`src/rtl/booth_multiplier_r4.sv`:
```
// Sequential radix-4 Booth multiplier.
// Retires one Booth digit per cycle from a (WIDTH+2)-bit extended multiplier,
// so the signed and unsigned modes share one datapath and have the same latency.
module booth_multiplier_r4 #(
    parameter int WIDTH = 16
) (
    input  logic               clk,
    input  logic               reset,
    input  logic               in_valid,
    output logic               in_ready,
    input  logic [WIDTH-1:0]   multiplicand_a,
    input  logic [WIDTH-1:0]   multiplier_b,
    input  logic               is_signed,
    output logic               out_valid,
    input  logic               out_ready,
    output logic [2*WIDTH-1:0] product,
    output logic               busy
);

    // WIDTH+2 extended multiplier -> WIDTH/2+1 digits, the last one covering
    // the extension bits so unsigned operands need no special case.
    localparam int DIGITS = WIDTH/2 + 1;
    localparam int EXT_W  = WIDTH + 2;
    // Headroom above 2*WIDTH+4 keeps the pre-shift partial sum from overflowing.
    localparam int ACC_W  = 2*WIDTH + 6;
    localparam int CNT_W  = $clog2(DIGITS + 1);

    typedef enum logic [1:0] {IDLE, CALC, DONE} state_t;

    state_t                   state_q;
    logic signed [EXT_W-1:0]  a_q;
    logic        [EXT_W:0]    b_q;      // extended multiplier with b[-1]=0 appended
    logic signed [ACC_W-1:0]  acc_q, acc_d;
    logic        [EXT_W:0]    b_d;
    logic        [CNT_W-1:0]  cnt_q;
    logic [2*WIDTH-1:0]       product_q;

    logic        [EXT_W-1:0]  a_ext, b_ext;
    logic signed [ACC_W-1:0]  a_wide, pp, sum;

    assign a_ext = is_signed ? {{2{multiplicand_a[WIDTH-1]}}, multiplicand_a}
                             : {2'b00, multiplicand_a};
    assign b_ext = is_signed ? {{2{multiplier_b[WIDTH-1]}}, multiplier_b}
                             : {2'b00, multiplier_b};

    // Multiplicand aligned at bit EXT_W: after DIGITS shifts of 2 it lands at bit 0.
    assign a_wide = {{(ACC_W-2*EXT_W){a_q[EXT_W-1]}}, a_q, {EXT_W{1'b0}}};

    // Booth digit select, accumulate, then arithmetic shift right by 2.
    always_comb begin
        pp = '0;
        unique case (b_q[2:0])
            3'b001, 3'b010: pp = a_wide;
            3'b011:         pp = a_wide <<< 1;
            3'b100:         pp = -(a_wide <<< 1);
            3'b101, 3'b110: pp = -a_wide;
            default:        pp = '0;
        endcase
        sum   = acc_q + pp;
        acc_d = sum >>> 2;
        b_d   = b_q >> 2;
    end

    // Control FSM and datapath registers; the final cycle of CALC registers the result.
    always_ff @(posedge clk or negedge reset) begin
        if (!reset) begin
            state_q   <= IDLE;
            a_q       <= '0;
            b_q       <= '0;
            acc_q     <= '0;
            cnt_q     <= '0;
            product_q <= '0;
        end else begin
            unique case (state_q)
                IDLE: begin
                    if (in_valid) begin
                        a_q     <= a_ext;
                        b_q     <= {b_ext, 1'b0};
                        acc_q   <= '0;
                        cnt_q   <= '0;
                        state_q <= CALC;
                    end
                end
                CALC: begin
                    if (cnt_q == CNT_W'(DIGITS)) begin
                        product_q <= acc_q[2*WIDTH-1:0];
                        state_q   <= DONE;
                    end else begin
                        acc_q <= acc_d;
                        b_q   <= b_d;
                        cnt_q <= cnt_q + 1'b1;
                    end
                end
                DONE: begin
                    if (out_ready) state_q <= IDLE;
                end
                default: state_q <= IDLE;
            endcase
        end
    end

    assign in_ready  = (state_q == IDLE);
    assign busy      = (state_q == CALC);
    assign out_valid = (state_q == DONE);
    assign product   = product_q;

endmodule

```
`config.mk`:
```
export PLATFORM = sky130hd
export DESIGN_NAME = booth_multiplier_r4
export DESIGN_NICKNAME = d
export VERILOG_FILES = /design/src/rtl/booth_multiplier_r4.sv
export SDC_FILE = /design/constraint.sdc
export NUM_CORES = 1
export LEC_CHECK = 0
export ABC_AREA = 1
export BUFFER_PORTS_ARGS = -buffer_cell sky130_fd_sc_hd__buf_4
export CAP_MARGIN = 10
export CORE_MARGIN = 4
export CORE_UTILIZATION = 55
export DETAILED_ROUTE_END_ITERATION = 16
export GPL_ROUTABILITY_DRIVEN = 0
export PLACE_DENSITY = 0.73
export SLEW_MARGIN = 20
export SYNTH_ARGS = -nofsm -noshare
export SYNTH_HDL_FRONTEND = slang
export SYNTH_SLANG_ARGS = --single-unit
```
`constraint.sdc`:
```
create_clock -name clk -period 5.77 [get_ports clk]
set_clock_uncertainty 0.05 [all_clocks]
set_input_delay 0.577 -clock clk [delete_from_list [all_inputs] [get_ports clk]]
set_output_delay 0.577 -clock clk [all_outputs]
set_load 0.03 [all_outputs]
```
-- Yosys cells after proc, flatten, opt, wreduce, memory -nomap -nowiden
Index checks and enable logic that the tools add are counted.
W data, S select, Z words.
- register bits: 113
- bits of input ports: 37
- add/subtract/negate cells: 4
- equality and inequality tests: 13
- multiplexer cells: 16
- reduce and logical (&&, ||, !) cells: 8
- operator list (operator ; count):
    $pmux W38 S4 ; 1
    $mux W38 ; 2
    $pmux W38 S2 ; 1
    $add A38 B38 Y38 ; 1
    $mux W19 ; 2
    $neg A36 Y38 ; 1
    $neg A37 Y38 ; 1
    $pmux W19 S2 ; 1
    $mux W18 ; 2
    $eq A3 B3 Y1 const B ; 3
    $mux W4 ; 2
    $pmux W4 S2 ; 1
    $eq A3 B2 Y1 const B ; 2
    $mux W2 ; 3
    $pmux W2 S3 ; 1
    $reduce_and A3 Y1 ; 2
    $add A4 B1 Y4 const B ; 1
    $eq A4 B4 Y1 const B ; 1
    $ne A2 B1 Y1 const B ; 2
    $ne A2 B2 Y1 const B ; 2
    $reduce_and A2 Y1 ; 2
    $reduce_or A2 Y1 ; 2
    $eq A3 B1 Y1 const B ; 1
    $eq A2 B1 Y1 const B ; 1
    3 further kinds ; 3

-- Logic depth before layout (Yosys ltp)
Gate-level depths: netlist of run 1.
- word-level depth: 6
- gate-level depth with buffers: 22

-- Least setup slack after synthesis of run 1
Ideal clock, no wire load.
- path type: reg-to-reg
- from: register a_q[0]
- to: register acc_q[33]
- arrival: 2.547 ns
- required time: 5.603 ns
- path slack: 3.055 ns
- cell stages (with the launch flop): 22
- cells stage by stage: dfrtp_1 -> inv_2 -> ha_1 -> nand3_2 -> nor2_4 -> nand4_1 -> nand2_1 -> o22ai_1 -> a21oi_1 -> o21ai_0 -> ha_1 -> nand2_1 -> inv_1 -> nand2_1 -> nand2_1 -> inv_1 -> nor2_1 -> nor2_1 -> nand3_1 -> or2_2 -> nand3_1 -> nand2_1
- longest elaborated chain between the ends: 5
- elaborated cells on any way between the ends: 6
- RTL lines (what ; RTL line ; text):
    start, declared ; 31 ; logic signed [EXT_W-1:0] a_q;
    start signal, assigned ; 77 ; a_q <= a_ext;
    $neg A37 Y38 / $neg A36 Y38 (equally long branches) ; 55, 56 ;
    $pmux W38 S4 (*) ; 52 ; unique case (b_q[2:0])
    $add A38 B38 Y38 (*) ; 59 ; sum = acc_q + pp;
    $mux W38 (*) ; 85 ; if (cnt_q == CNT_W'(DIGITS)) begin
    $pmux W38 S2 (*) ; 74 ; unique case (state_q)
    end signal, assigned ; 70 ; acc_q <= '0;
    end signal, assigned ; 79 ; acc_q <= '0;
    end signal, assigned ; 89 ; acc_q <= acc_d;
    end, declared ; 33 ; logic signed [ACC_W-1:0] acc_q, acc_d;
Mark *: on every way between the ends. The rest lies on a longest branch, timed or not. The select of a mux whose other input is x is not followed.
A chain may end at the register's enable or synchronous reset.

-- Worst setup path in the final report of run 1
- from: register b_q[1]
- to: register acc_q[36]
- longest elaborated chain between the ends: 6
- elaborated cells on any way between the ends: 12
- RTL lines (what ; RTL line ; text):
    start, declared ; 32 ; logic [EXT_W:0] b_q;
    start signal, assigned ; 78 ; b_q <= {b_ext, 1'b0};
    $eq A3 B3 Y1, or another cell as far along ; 52 ;
    $reduce_or A2 Y1 ; 52 ;
    $pmux W38 S4 (*) ; 52 ;
    $add A38 B38 Y38 (*) ; 59 ;
    $mux W38 (*) ; 85 ;
    $pmux W38 S2 (*) ; 74 ;
Marks and branches as above.

==> results of run 1 <==
## layer usage
layer  up-vias  GRT usage (%)  wire (um)
met4         0           8.01        374
li1       2598              -          -
met1      2541           31.5       6400
met3        31           6.36        864
met5         -              0          0
met2       185           39.0       6960
## cell usage in the layout, fill, tap and decap left out, drive strengths merged, types with 15 or more instances in the layout
cell and count:
nand2 194, dfrtp 109, inv 87, o21ai 83, buf 73, nor2 57, nand3 33, o22ai 30
a21oi 30, ha 22, a22oi 15
## worst register-to-register path: stages (launching register included)
cell,delay [ps]
dfrtp_1,380
or2_1,180
nand2_2,100
nor2_2,470
inv_1,210
o22ai_1,170
a21oi_1,50
o21ai_0,170
ha_1,360
a21oi_1,230
o21ai_0,170
a21oi_1,180
nand2_1,70
nor2_1,180
nand3_1,110
nand3_1,90
nand2_1,50
## area by class of cell
| cell class | instances | area (sq um) | area share, % |
|---|---|---|---|
| Clock buffer | 11 | 131 | 1.93 |
| Clock inverter | 4 | 35.0 | 0.516 |
| Inverter | 87 | 332 | 4.88 |
| Multi-Input combinational cell | 524 | 2840 | 41.9 |
| Sequential cell | 109 | 2730 | 40.2 |
| Tap cell | 140 | 175 | 2.58 |
| Timing Repair Buffer | 73 | 548 | 8.07 |
## worst max-delay path by stage
| stage | from | endpoint | slack, ps | depth (start not counted) |
|---|---|---|---|---|
| 3_3_place_gp | a_q[0]$_DFFE_PN0P_ | acc_q[36]$_DFFE_PN0P_ | 2570 | 21 |
| 3_5_place_dp | a_q[1]$_DFFE_PN0P_ | acc_q[36]$_DFFE_PN0P_ | 2580 | 18 |
| 5_1_grt | b_q[1]$_DFFE_PN0P_ | acc_q[27]$_DFFE_PN0P_ | 2200 | 17 |
| 4_1_cts | b_q[1]$_DFFE_PN0P_ | acc_q[36]$_DFFE_PN0P_ | 2550 | 16 |
| 2_1_floorplan | a_q[0]$_DFFE_PN0P_ | acc_q[33]$_DFFE_PN0P_ | 3060 | 21 |
| 6_report | b_q[1]$_DFFE_PN0P_ | acc_q[36]$_DFFE_PN0P_ | 2450 | 16 |
## cell families after synthesis
kind of cell / Yosys count
AND/OR/NAND/NOR: 308
AO/OA/AOI/OAI: 177
buffers and inverters: 112
flip-flops: 109
adder cells (fa/ha/maj): 23
XOR/XNOR: 12
multiplexers: 4
## through the flow
step / setup WS, ps / std cells
detailed placement: 2580 / 933
global placement: 2570 / 933
finish: 2450 / 948
floorplan: 3060 / 745
global route: 2200 / 948
CTS: 2550 / 948
## sequential cells by signal, summed over array words and instances, names as in the netlist
| signal | count |
|---|---|
| acc_q | 36 |
| product | 32 |
| b_q | 18 |
| a_q | 17 |
| cnt_q | 4 |
| state_q | 2 |
==> reports/summary.txt, run 1 <==
RSZ-0062 raised after global routing - no
Final core utilization - 62.9%
Sequential share of the synthesized area - 45.0%
Final Instance Area - 0.00679 sq mm
Fin. Hold Viols - 0
Site Rows - 38
Post-Synth Simple-Gate Area - 22.5%
Global-route wire length before repair - 24,800 um
Worst skew pair latency - 400 ps
Post-Syn Area - 0.00606 sq mm
Die Ht - 113 um
Initial Util - 56.1%
CTS max path bufs - 2
Antenna cells - 0
Synth Area in XOR/XNOR - 1.73%
Cell variety after synth - 47
Crit-path max cell delay - 470 ps
Worst-path cell chain - or2_1, nand2_2, nor2_2, inv_1, o22ai_1, a21oi_1, o21ai_0, ha_1, a21oi_1, o21ai_0, a21oi_1, nand2_1, nor2_1, nand3_1, nand3_1, nand2_1
DR pass1 iterations - 4
PortBufs - 71
Post-DP HPWL - 10,500 um
CTS Hold Bufs - 0
Fmax achieved - 0.301 GHz
Avg WL per Cell - 15.4 um
Cell mode on critical path - a21oi_1
Synthesized Nets - 805
GRT overflow - 0
Vias - 5,355
Reg-to-reg endpoint - acc_q[36]$_DFFE_PN0P_
Count leader, synth - nand2_1
Hold Path Class - in -> async
Final min period - 3320 ps
Fillers - 946
Largest family of logic cells by synthesized area - simple AND/OR/NAND/NOR gates
Critical Path RT - 6030 ps
Nets - 864
Top post-synthesis cells by count - nand2_1, dfrtp_1, inv_1, o21ai_0, nor2_1
Status - finished clean
1st-iter DRT viols - 427
Cts repair resizes - 0
EDFF count, synth - 0
Clock Pin Slew Worst Setup and Hold Paths - 110 ps
Vias in the first global route - 5,303
TritonCTS buffer count - 9
Fin crit share - 57.6%
Buf+Inv Stages, Crit Path - 1
Top_reg_cell synth - dfrtp_1
Setup crit start kind - flop
Slowest cell on the critical path - nor2_2
Syn Inst Count - 745
GRT Util Overall - 24.0%
P&R area growth vs syn - 12.1%
Yosys top cell area share - 45.0%
I/O pin count - 72
Crit-path leading delay family - simple AND/OR/NAND/NOR gates
Final slew viol count - 0
CTS sink cnt - 109
Max-Cap Viols - 0
Post-Route WL - 14,600 um
DRC - 0
Layout cell share with drive strength beyond 1 - 15.7%
Kind of critical path - reg -> reg
Yosys reg bits - 109
Worst rel slew slack - 35.7%
Setup_tns - 0 ps
Synth Area in Compound Gates - 17.0%
Path depth of the worst reg2reg path - 16
CP max FO - 15
Crit. End Element - flop
Final count of negative-setup-slack endpoints - 0
Placed Area - 0.00663 sq mm
Least-Margin Pin Slew - 962 ps
Antenna Nets Post-Route - 0
Worst r2r src - b_q[1]$_DFFE_PN0P_
Worst hold slack - 84.3 ps
Synth area leader - dfrtp_1
Core box area - 0.0108 sq mm
Post-CTS Setup Bufs - 0
Synth Area per Inst - 8.13 sq um
Initial antenna violation count - 0
Reg2Reg Setup Slack - 2450 ps
Top post-synthesis cells by area - dfrtp_1, nand2_1, o21ai_0, inv_1, ha_1
Fraction of synthesized area in multiplexers - 0.743%
FFs w/ async S/R, synth - 100%
CP arrival - 3580 ps
CTS tree - built
Die W - 113 um
Die ar. - 0.0128 sq mm
H-tree Lvls - 3
Largest net degree at the start of global routing - 72
Synth Area in Adders - 4.87%
Vias per cell - 5.65
Root Driver - clkbuf_8
Total number of yosys warnings - 0
Power of run 1 is left out: the tool's default activity adds up to more than one toggle a clock period on the data nets, which glitch-free logic cannot reach.
==> inputs of run 2 (changes only) <==
==> constraint.sdc (replaced) <==
create_clock -name clk -period 3.2 [get_ports clk]
set_clock_uncertainty 0.05 [all_clocks]
set_input_delay 0.32 -clock clk [delete_from_list [all_inputs] [get_ports clk]]
set_output_delay 0.32 -clock clk [all_outputs]
set_load 0.03 [all_outputs]
==> reports/summary.txt, run 2 (synthesis results as in run 1) <==
Status - finished clean
Antenna cells - 0 (unchanged)
Number of flip-flops under the largest register name - 36 (unchanged)
GR Util met3 - 6.42% (+0.053 points)
Die Ht - 113 um (unchanged)
GRT overflow - 0 (unchanged)
Final count of negative-setup-slack endpoints - 0 (unchanged)
Initial antenna violation count - 0 (unchanged)
P&R area growth vs syn - 16.7%
Initial Util - 56.1% (unchanged)
I/O pin count - 72 (unchanged)
Fin crit share - 97.0% (+39 points)
1st-iter DRT viols - 365 (-15%)
CP max FO - 4 (-11)
Hold Path Class - in -> reg
Final core utilization - 65.5% (+2.6 points)
Kind of critical path - reg -> reg
Pre-CTS setup slack - 105 ps (-2480 ps)
GR peak layer - met2
GRT Util Overall - 23.6% (-0.41 points)
Critical Path RT - 3440 ps (-2590 ps)
Global-route wire length before repair - 24,500 um (-1.5%)
Site Rows - 38 (unchanged)
Avg WL per Cell - 15.3 um (-0.55%)
Most frequent cells in the layout - nand2_1, dfrtp_1, buf_4
Setup crit start kind - flop
Met1 Resource Use GR - 31.0% (-0.50 points)
Vias in the first global route - 5,277 (-0.49%)
Final min period - 3100 ps (-222 ps)
Worst rel slew slack - 47.1% (+11 points)
Worst skew pair latency - 390 ps (about the same)
RSZ-0062 raised after global routing - yes
PortBufs - 71 (unchanged)
CP arrival - 3350 ps (-230 ps)
Fin. Hold Viols - 0 (unchanged)
Core box area - 0.0108 sq mm (unchanged)
DRC - 0 (unchanged)
Crit. End Element - flop
DR pass1 iterations - 6 (+2)
Root Driver - clkbuf_8
Placed Area - 0.00669 sq mm (+1.0%)
Die W - 113 um (unchanged)
Largest net degree at the start of global routing - 87 (+21%)
Post-Route WL - 14,800 um (+1.3%)
GR Util met2 - 37.9% (-1.1 points)
Post-DP HPWL - 10,600 um (+1.0%)
Vias - 5,464 (+2.0%)
TritonCTS buffer count - 9 (unchanged)
CTS sink cnt - 109 (unchanged)
Antenna Nets Post-Route - 0 (unchanged)
Largest reg by FF count - acc_q
Vias per cell - 5.66 (+0.13%)
Clock Pin Slew Worst Setup and Hold Paths - 100 ps (about the same)
H-tree Lvls - 3 (unchanged)
Most common cell after layout, fill and taps aside - nand2_1
Least-Margin Pin Slew - 794 ps (-168 ps)
Layout cell share with drive strength beyond 1 - 19.7% (+4.0 points)
CTS max path bufs - 2 (unchanged)
CTS tree - built
Final slew viol count - 0 (unchanged)
Fmax achieved - 0.322 GHz (+7.1%)
Final Instance Area - 0.00707 sq mm (+4.1%)
Die ar. - 0.0128 sq mm (unchanged)
Worst hold slack - 60.2 ps (-24.1 ps)
Nets - 882 (+2.1%)
Worst setup margin - 96.7 ps (-2350 ps)
Max-Cap Viols - 0 (unchanged)
## run 2: stage by stage
| step | cells | TNS [ps] |
|---|---|---|
| 6_report | 966 | 0 |
| 5_1_grt | 966 | -223 |
| 4_1_cts | 957 | 0 |
| 3_5_place_dp | 942 | 0 |
| 3_3_place_gp | 942 | 0 |
| 2_1_floorplan | 745 | 0 |
## run 2: final timing paths
kind                       slack (ps)                from  cells after the start                       to
min                                60           out_ready                      2   state_q[1]$_DFFE_PN0P_
max in group asynchronous        1900               reset                      3      b_q[13]$_DFFE_PN0P_
max reg2reg                       100  a_q[1]$_DFFE_PN0P_                     21    acc_q[36]$_DFFE_PN0P_
min reg2reg                       430  b_q[9]$_DFFE_PN0P_                      2       b_q[9]$_DFFE_PN0P_
max                               100  a_q[1]$_DFFE_PN0P_                     21    acc_q[36]$_DFFE_PN0P_
min in group asynchronous         460               reset                      2  product[20]$_DFFE_PN0P_
## run 2: area by class of cell
cell class / instances / area [sq um]
inverters: 87 / 335
repair buffers: 91 / 689
well taps: 140 / 175
clock inverters: 5 / 66.3
flip-flops and latches: 109 / 2730
multi-input cells: 524 / 2940
fillers: 947 / 3720
clock buffers: 10 / 138
## run 2: per-layer routing
layer	vias up	wire, um
met5	-	0
met4	0	379
met3	29	979
met2	200	7000
met1	2610	6430
li1	2625	-
## run 2: worst max-delay path, cell delays in order, from the launching register on
cell and delay [ps]:
dfrtp_1 400, clkinvlp_4 140, ha_4 180, nand3_4 110, nor2_4 170, nand4_1 130, nand2_1 120, o22ai_1 70
a21oi_1 110, o21ai_1 100, ha_1 400, nand2_2 110, nor2_4 130, inv_2 60, nor3_4 200, nand3_2 130
nor2_4 140, nor2_2 50, inv_1 40, nand2_1 50, nand3_1 80, nand2_1 50
## run 2: repair_timing
| item | CTS | global route |
|---|---|---|
| hold buffers | 0 | 1 |
| setup endpoints to repair | 0 | 10 |
| resized for setup | 0 | 28 |
| setup buffers | 0 | 8 |
| endpoints found under the hold margin | 0 | 65 |
Power of run 2 is left out for the same reason.
==> inputs of run 3 (changes only) <==
--- a/config.mk
+++ b/config.mk
@@ -9,10 +9,10 @@
 export BUFFER_PORTS_ARGS = -buffer_cell sky130_fd_sc_hd__buf_4
 export CAP_MARGIN = 10
 export CORE_MARGIN = 4
-export CORE_UTILIZATION = 55
+export CORE_UTILIZATION = 53
 export DETAILED_ROUTE_END_ITERATION = 16
 export GPL_ROUTABILITY_DRIVEN = 0
-export PLACE_DENSITY = 0.73
+export PLACE_DENSITY = 0.74
 export SLEW_MARGIN = 20
 export SYNTH_ARGS = -nofsm -noshare
 export SYNTH_HDL_FRONTEND = slang
==> constraint.sdc (replaced) <==
create_clock -name clk -period 2.57 [get_ports clk]
set_clock_uncertainty 0.05 [all_clocks]
set_input_delay 0.257 -clock clk [delete_from_list [all_inputs] [get_ports clk]]
set_output_delay 0.257 -clock clk [all_outputs]
set_load 0.03 [all_outputs]
==> reports/summary.txt, run 3 (synthesis results as in run 1) <==
GRT overflow - 0 (unchanged)
Most frequent cells in the layout - nand2_1, buf_4, dfrtp_1
DR pass1 iterations - 5 (-1)
Worst r2r src - a_q[0]$_DFFE_PN0P_
Worst-path cell chain - inv_2, buf_12, nand3_4, nor3_1, xor2_1, nor2_1, nor2_1, o21ai_0, ha_1, a21oi_2, nand2_1, a21oi_2, inv_1, nand2_1, nand2_1, a21oi_1, o21ai_0, o21ai_1
Hold Path Class - in -> reg
Critical Path RT - 2800 ps (-640 ps)
Crit-path leading delay family - simple AND/OR/NAND/NOR gates
Worst setup margin - -572 ps (-668 ps)
Vias - 5,883 (+7.7%)
I/O pin count - 72 (unchanged)
Kind of critical path - reg -> reg
Global-route wire length before repair - 26,400 um (+7.8%)
Setup crit start kind - flop
Vias per cell - 5.57 (-1.6%)
Setup crit start - a_q[0]$_DFFE_PN0P_
RSZ-0062 raised after global routing - yes
Post-Route WL - 16,900 um (+14%)
Multi-input gate area - 0.00329 sq mm (+12%)
Root Driver - clkbuf_16
Final core utilization - 74.5% (+9.0 points)
Worst hold start - out_ready
Storage cell area - 0.00273 sq mm (about the same)
Final min period - 3140 ps (+38.2 ps)
CTS max path bufs - 2 (unchanged)
Cell mode on critical path - nand2_1
CP max FO - 4 (unchanged)
Worst skew pair latency - 360 ps (-30 ps)
TritonCTS buffer count - 9 (unchanged)
Fin. Hold Viols - 0 (unchanged)
CP arrival - 3380 ps (+30 ps)
Antenna cells - 0 (unchanged)
Final Instance Area - 0.00822 sq mm (+16%)
Final count of negative-setup-slack endpoints - 15 (+15)
Vias in the first global route - 5,568 (+5.5%)
DRC - 0 (unchanged)
Crit-path max cell delay - 400 ps (about the same)
CTS sink cnt - 109 (unchanged)
Die Ht - 115 um (+1.7%)
Initial antenna violation count - 1 (+1)
Largest reg by FF count - acc_q
Crit. End Element - flop
Antenna Nets Post-Route - 0 (unchanged)
Fin crit share - 122% (+25 points)
PortBufs - 71 (unchanged)
Slowest cell on the critical path - dfrtp_1
Initial Util - 54.9% (-1.2 points)
Placed Area - 0.00729 sq mm (+9.0%)
Failing checks - setup timing
P&R area growth vs syn - 35.6%
Post-DP HPWL - 11,600 um (+9.0%)
Status - complete, but fails checks
Least-Margin Pin Slew - 533 ps (-260 ps)
Buf+Inv Stages, Crit Path - 3 (unchanged)
Worst rel slew slack - 64.3% (+17 points)
Largest net degree at the start of global routing - 37 (-57%)
GRT Util Overall - 24.9% (+1.3 points)
Clock Pin Slew Worst Setup and Hold Paths - 80 ps (-20 ps)
Site Rows - 38 (unchanged)
Number of flip-flops under the largest register name - 36 (unchanged)
Layout cell share with drive strength beyond 1 - 33.7% (+14 points)
CTS tree - built
Avg WL per Cell - 16.0 um (+4.4%)
1st-iter DRT viols - 465 (+27%)
Fmax achieved - 0.318 GHz (-1.2%)
Max-Cap Viols - 0 (unchanged)
Fillers - 788 (-17%)
Nets - 972 (+10%)
Die ar. - 0.0132 sq mm (+3.5%)
Core box area - 0.0110 sq mm (+2.2%)
Die W - 115 um (+1.7%)
Final slew viol count - 0 (unchanged)
H-tree Lvls - 3 (unchanged)
-- run 3: changes by cell type in the layout (fill, tap and decap cells not counted), sizes merged --
cell      before  now
inv           88   90
bufinv         1    0
buf           90  180
clkinv         1    3
clkinvlp       2    0
-- run 3: cell type report --
class                   count  share of cell area (%)
multi-input cells         524                    40.0
flip-flops and latches    109                    33.2
repair buffers            181                    17.1
inverters                  87                    4.10
clock buffers              10                    2.79
well taps                 140                    2.13
clock inverters             6                   0.655
-- run 3: worst paths after layout --
check | to | slack, ps | cells after the start
setup / recovery | acc_q[27]$_DFFE_PN0P_ | -570 | 18
hold / removal | state_q[1]$_DFFE_PN0P_ | 10 | 2
setup reg to reg | acc_q[27]$_DFFE_PN0P_ | -570 | 18
hold reg to reg | b_q[8]$_DFFE_PN0P_ | 430 | 2
max in group asynchronous | a_q[3]$_DFFE_PN0P_ | 1450 | 3
min in group asynchronous | product[19]$_DFFE_PN0P_ | 330 | 2
-- run 3: what timing repair did --
action,4_1_cts,5_1_grt
gates resized for setup,38,66
pin swaps,16,31
hold endpoints to repair,30,0
buffers inserted,9,17
hold buffers,1,0
endpoints found under the setup margin,17,17
-- run 3: worst reg2reg max path: stages, from the launching register on --
cell	delay, ps
dfrtp_1	400
inv_2	110
buf_12	110
nand3_4	80
nor3_1	200
xor2_1	270
nor2_1	110
nor2_1	170
o21ai_0	120
ha_1	370
a21oi_2	210
nand2_1	130
a21oi_2	170
inv_1	100
nand2_1	60
nand2_1	80
a21oi_1	140
o21ai_0	110
o21ai_1	80
-- run 3: through the flow --
step	cells	hold slack [ps]	setup WS [ps]	setup TNS, ps
6_report	1057	14.9	-572	-6050
5_1_grt	1057	2.93	-714	-8200
4_1_cts	1040	7.30	-333	-2890
3_5_place_dp	1015	175	-391	-4290
3_3_place_gp	1015	169	-363	-3610
2_1_floorplan	745	-88.6	-51.1	-51.1
-- run 3: metal layers --
layer  track usage [%]  up-vias  part of all wire (%)
li1                  -     2812                     -
met1              32.8     2823                    41
met2              40.7      206                    50
met3              6.11       40                   5.9
met4              7.98        2                   2.4
met5                 0        -                 0.077
Power of run 3 is left out for the same reason.
